$ cat src/rtl/fsquare_seq.sv
// Sequential binary32 squaring unit: shift-add mantissa multiply, then one
// normalize/round/pack cycle, with valid/ready handshakes on both sides.
module fsquare_seq #(
    parameter int STEP = 1
) (
    input  logic        clk,
    input  logic        rstn,
    input  logic [31:0] x,
    input  logic        in_valid,
    output logic        in_ready,
    output logic [31:0] y,
    output logic        out_valid,
    input  logic        out_ready
);
    localparam int NCYC = 24 / STEP;

    typedef enum logic [1:0] {IDLE, MUL, NORM, OUT} state_t;
    typedef enum logic [1:0] {C_NORMAL, C_NAN, C_INF, C_ZERO} cls_t;

    state_t      state_reg, state_next;
    cls_t        cls_reg, cls_next;
    logic [47:0] acc_reg, acc_next;
    logic [47:0] mcand_reg, mcand_next;
    logic [23:0] mplier_reg, mplier_next;
    logic [4:0]  cnt_reg, cnt_next;
    logic [7:0]  exp_reg, exp_next;
    logic [31:0] y_reg, y_next;

    // One partial product per multiplier bit consumed this cycle.
    logic [47:0] pp [STEP];
    logic [47:0] step_sum;

    generate
        for (genvar gi = 0; gi < STEP; gi++) begin : g_pp
            assign pp[gi] = mplier_reg[gi] ? (mcand_reg << gi) : 48'd0;
        end
    endgenerate

    always_comb begin
        step_sum = 48'd0;
        for (int i = 0; i < STEP; i++) begin
            step_sum = step_sum + pp[i];
        end
    end

    logic               hi, guard, sticky, round_up;
    logic [22:0]        mant;
    logic [23:0]        mant_r;
    logic signed [10:0] exp_w, exp_f;
    logic [31:0]        packed_y;

    always_comb begin
        hi       = acc_reg[47];
        mant     = hi ? acc_reg[46:24] : acc_reg[45:23];
        guard    = hi ? acc_reg[23] : acc_reg[22];
        sticky   = hi ? |acc_reg[22:0] : |acc_reg[21:0];
        round_up = guard && (sticky || mant[0]);
        mant_r   = {1'b0, mant} + {23'd0, round_up};
        exp_w    = signed'({2'b00, exp_reg, 1'b0}) - (hi ? 11'sd126 : 11'sd127);
        exp_f    = exp_w + signed'({10'd0, mant_r[23]});
        packed_y = 32'h0000_0000;
        case (cls_reg)
            C_NAN:   packed_y = 32'h7FC0_0000;
            C_INF:   packed_y = 32'h7F80_0000;
            C_ZERO:  packed_y = 32'h0000_0000;
            default: begin
                if (exp_f >= 11'sd255)
                    packed_y = 32'h7F80_0000;
                else if (exp_f <= 11'sd0)
                    packed_y = 32'h0000_0000;
                else
                    packed_y = {1'b0, exp_f[7:0], mant_r[22:0]};
            end
        endcase
    end

    always_comb begin
        state_next  = state_reg;
        cls_next    = cls_reg;
        acc_next    = acc_reg;
        mcand_next  = mcand_reg;
        mplier_next = mplier_reg;
        cnt_next    = cnt_reg;
        exp_next    = exp_reg;
        y_next      = y_reg;
        in_ready    = (state_reg == IDLE);
        out_valid   = (state_reg == OUT);
        case (state_reg)
            IDLE: begin
                if (in_valid) begin
                    // Specials still run the full multiply so latency is fixed.
                    mcand_next  = {24'd0, 1'b1, x[22:0]};
                    mplier_next = {1'b1, x[22:0]};
                    acc_next    = 48'd0;
                    cnt_next    = 5'd0;
                    exp_next    = x[30:23];
                    if (x[30:23] == 8'hFF && x[22:0] != 23'd0)
                        cls_next = C_NAN;
                    else if (x[30:23] == 8'hFF)
                        cls_next = C_INF;
                    else if (x[30:23] == 8'h00)
                        cls_next = C_ZERO;
                    else
                        cls_next = C_NORMAL;
                    state_next = MUL;
                end
            end
            MUL: begin
                acc_next    = acc_reg + step_sum;
                mcand_next  = mcand_reg << STEP;
                mplier_next = mplier_reg >> STEP;
                cnt_next    = cnt_reg + 5'd1;
                if (cnt_reg == 5'(NCYC - 1))
                    state_next = NORM;
            end
            NORM: begin
                y_next     = packed_y;
                state_next = OUT;
            end
            OUT: begin
                if (out_ready)
                    state_next = IDLE;
            end
            default: state_next = IDLE;
        endcase
    end

    always_ff @(posedge clk or negedge rstn) begin
        if (!rstn) begin
            state_reg  <= IDLE;
            cls_reg    <= C_NORMAL;
            acc_reg    <= 48'd0;
            mcand_reg  <= 48'd0;
            mplier_reg <= 24'd0;
            cnt_reg    <= 5'd0;
            exp_reg    <= 8'd0;
            y_reg      <= 32'd0;
        end else begin
            state_reg  <= state_next;
            cls_reg    <= cls_next;
            acc_reg    <= acc_next;
            mcand_reg  <= mcand_next;
            mplier_reg <= mplier_next;
            cnt_reg    <= cnt_next;
            exp_reg    <= exp_next;
            y_reg      <= y_next;
        end
    end

    assign y = y_reg;
endmodule

$ cat config.mk
export PLATFORM = sky130hd
export DESIGN_NAME = fsquare_seq
export DESIGN_NICKNAME = d
export VERILOG_FILES = /design/src/rtl/fsquare_seq.sv
export SDC_FILE = /design/constraint.sdc
export NUM_CORES = 1
export LEC_CHECK = 0
export ABC_AREA = 1
export CAP_MARGIN = 20
export CORE_ASPECT_RATIO = 1.1
export CORE_MARGIN = 5
export CORE_UTILIZATION = 60
export DETAILED_ROUTE_END_ITERATION = 8
export PLACE_DENSITY = 0.78
export SLEW_MARGIN = 20
export SYNTH_ARGS = -nofsm -noshare
export SYNTH_HDL_FRONTEND = slang
export SYNTH_SLANG_ARGS = --single-unit
$ cat constraint.sdc
create_clock -name clk -period 4.8 [get_ports clk]
set_input_delay 0.96 -clock clk [delete_from_list [all_inputs] [get_ports clk]]
set_output_delay 0.96 -clock clk [all_outputs]
set_load 0.01 [all_outputs]
==> impl_metrics.py <==
metrics = {
    "status": {
        "outcome": "complete, no violations",
    },
    "floorplan": {
        "initial_utilization": 0.605,
        "die_x_microns": 147,
        "core_sq_um": 20400,
        "ios": 70,
        "die_area_sq_um": 23600,
        "die_y_microns": 161,
        "rows": 55,
    },
    "timing": {
        "fmax_mhz": 230,
        "tightest_slew_ns": 0.928,
        "fin_crit_sh": 0.905,
        "hold_viol": 0,
        "drv_slew": 0,
        "grt_setup_unrepaired": "false",
        "setup_viol": 0,
        "tns_ns": 0,
        "worst_slack_ns": 0.457,
        "skew_ns": 0.0125,
        "period_needed_ns": 4.34,
        "maxSlewHeadroom": 0.381,
    },
    "route": {
        "wirelength_microns": 32700,
        "post_drt_wl_per_cell_microns": 14.9,
        "drtIter0Drc": 734,
        "first_pass_iters": 5,
        "drcViolationCount": 0,
        "ant_nets": 0,
        "viasPerCell": 5.49,
        "vias": 12000,
    },
    "clocking": {
        "clockBufferDepth": 2,
        "cts_setup_buffers": 0,
        "cts_root_buf": "clkbuf_16",
        "hold_buffers": 0,
        "cts_tree": "built",
        "cts.clk_slew.worst_paths_ns": 0.07,
        "cts_sinks": 168,
        "h-tree-depth": 4,
        "cts_resized": 0,
        "cts_buffers": 17,
        "clk_latency_ns": 0.44,
    },
    "setup_path": {
        "reg2reg_from": "acc_reg[47]",
        "critical_path.endpoint_type": "flop",
        "rrSetupSlack_ns": 0.46,
        "worst-path-max-fanout": 27,
        "crit_arrival_ns": 4.69,
        "critical_path_class": "reg -> reg",
        "worstSetupStartpointType": "flop",
        "r2r_end": "y[4]",
        "r2r_cells": 25,
        "required_ns": 5.15,
    },
    "synthesis": {
        "synth.net_count": 1973,
        "synth-xor-area-share": 0.0113,
        "synth-seq-area-share": 0.340,
        "synth_compound_area_frac": 0.170,
        "muxShareOfSynthArea": 0,
        "synth_adder_area_share": 0.0603,
        "syn_area_per_cell_sq_um": 6.58,
        "syn_area_sq_um": 12400,
        "yosysUniqueCellTypes": 46,
        "synth_cells": 1878,
        "ys_ff_latch": 168,
        "synth_top_family_by_area": "simple AND/OR/NAND/NOR gates",
        "synthSimpleGateAreaFrac": 0.311,
        "ys_warn_count": 0,
    },
    "placement": {
        "dp_slack_ns": 0.451,
        "io_buffers": 67,
        "place.gp.congestion": 1.02,
        "hpwl_microns": 25200,
    },
    "cells_and_area": {
        "layout_common_cells": "555 x nand2_1, 280 x inv_1, 185 x nor2_1",
        "final_common_cell": "nand2_1",
        "drive_above_1_share": 0.0522,
        "nets": 2016,
        "areaGrowthSynthToFinish_pct": 11.9,
        "post-route-util": 0.677,
        "num_antenna_cells": 0,
    },
    "worst_hold_path": {
        "hold_class": "reg -> reg",
        "min_to": "y[14]",
        "hold_depth": 2,
        "hp-start": "y[14]",
    },
    "global_route": {
        "grt_overflow": 0,
        "antenna_found_initial": 0,
        "grt_pass1_vias": 11700,
        "grt_max_degree": 100,
        "grtUsageTotal": 0.283,
        "grt_pass1_wl_microns": 55100,
    },
    "power_and_ir_drop": {
        "p_per_area_nw_per_um2": 564,
        "max-vdd-ir-drop_uv": 355,
        "swShare": 0.487,
        "p_switching_mw": 3.80,
        "p_seq_frac": 0.298,
        "p_clk_frac": 0.182,
        "pwr-share-comb": 0.520,
        "leakage_nw": 6.78,
        "power.internal_mw": 4.00,
    },
    "job": {
        "drv_cap": 0,
    },
}
-- through the flow --
| stage | total power, mW | std cells | cell area, sq um | hold WS (ns) |
|---|---|---|---|---|
| 2_1_floorplan | 5.24 | 1878 | 12400 | 0.453 |
| 3_3_place_gp | 6.22 | 2157 | 13200 | 0.464 |
| 3_5_place_dp | 6.36 | 2158 | 13200 | 0.468 |
| 4_1_cts | 7.80 | 2190 | 13800 | 0.486 |
| 5_1_grt | 8.52 | 2190 | 13800 | 0.506 |
| 6_report | 7.80 | 2190 | 13800 | 0.481 |
-- critical path: stages (launching register included) --
cell     delay (ns)
dfrtp_1        0.49
inv_2          0.42
nand2_1        0.11
nand2_1        0.15
inv_1          0.05
nor2_1         0.13
nand2_1        0.10
nor2_2         0.15
nand4_1        0.12
nor2_1         0.19
nand4_1        0.14
nor2_1         0.16
nand4_1        0.10
nor2_1         0.13
ha_1           0.21
ha_1           0.19
nand3_2        0.11
inv_1          0.09
nand2_1        0.08
nor2_1         0.12
nand3_2        0.11
o21ai_4        0.29
nand2_4        0.10
nor2_4         0.16
nand2_4        0.16
o21ai_0        0.20
-- synthesized netlist by cell type (all sizes together) --
cell    instances  area [sq um]
nor2          196           781
o21ai         190          1000
dfrtp         168          4200
a21o            6          45.0
nor4           11          68.8
or2            11          68.8
a21boi          5          37.5
buf            16           113
xor2           13           114
o22ai          32           200
fa              1          20.0
nand4          27           169
ha             58           726
and3            2          12.5
o31ai           1          7.51
a21oi          89           445
and2            3          18.8
o211ai          1          7.51
a22oi           1          7.51
nand2         566          2170
xnor2           3          26.3
nor3           17          95.1
nand3          82           430
inv           286          1070
nand3b          4          30.0
a31oi          30           188
o21a            5          37.5
clkbuf         37           139
a211oi          1          7.51
a221oi          1          8.76
conb            1          3.75
o21bai         13          97.6
a32o            1          10.0
-- power by group through the flow --
stage                     registers (mW)  logic [mW]  clock network [mW]
after floorplan                     2.26        2.98                   0
after global placement              2.32        3.90                   0
after detailed placement            2.34        4.02                   0
after CTS                           2.32        4.05                1.44
after global routing                2.40        4.63                1.50
final                               2.33        4.06                1.42
-- kinds of logic after synthesis --
kind of cell,Yosys count
AOI/OAI and AO/OA,376
xor gates and xnor gates,16
adders and majority gates,59
buffers and inverters,339
DFF,168
other,1
and+or+nand+nor,919
-- worst max-delay path by stage --
| stage | to | startpoint | slack (ns) | cells after the start |
|---|---|---|---|---|
| 2_1_floorplan | y[13] | acc_reg[47] | 1.37 | 27 |
| 3_3_place_gp | y[2] | acc_reg[47] | 0.64 | 25 |
| 3_5_place_dp | y[4] | acc_reg[47] | 0.45 | 25 |
| 4_1_cts | y[4] | acc_reg[47] | 0.42 | 25 |
| 5_1_grt | y[8] | acc_reg[47] | 0.06 | 25 |
| 6_report | y[4] | acc_reg[47] | 0.46 | 25 |
-- cell type report --
| cell class | count | area, sq um |
|---|---|---|
| Clock buffer | 17 | 425 |
| Clock inverter | 15 | 193 |
| Fill cell | 1895 | 6600 |
| Inverter | 286 | 1070 |
| Multi-Input combinational cell | 1371 | 6850 |
| Sequential cell | 168 | 4200 |
| Tap cell | 256 | 320 |
| Timing Repair Buffer | 77 | 771 |
-- metal layers --
metal | up-vias | global-route usage | share of wire
li1 | 6142 | - | -
met2 | 306 | 0.496 | 0.49
met5 | - | 0 | 0
met3 | 77 | 0.0364 | 0.042
met1 | 5490 | 0.350 | 0.42
met4 | 0 | 0.122 | 0.043
No activity file was read; power rests on OpenSTA's default activity.
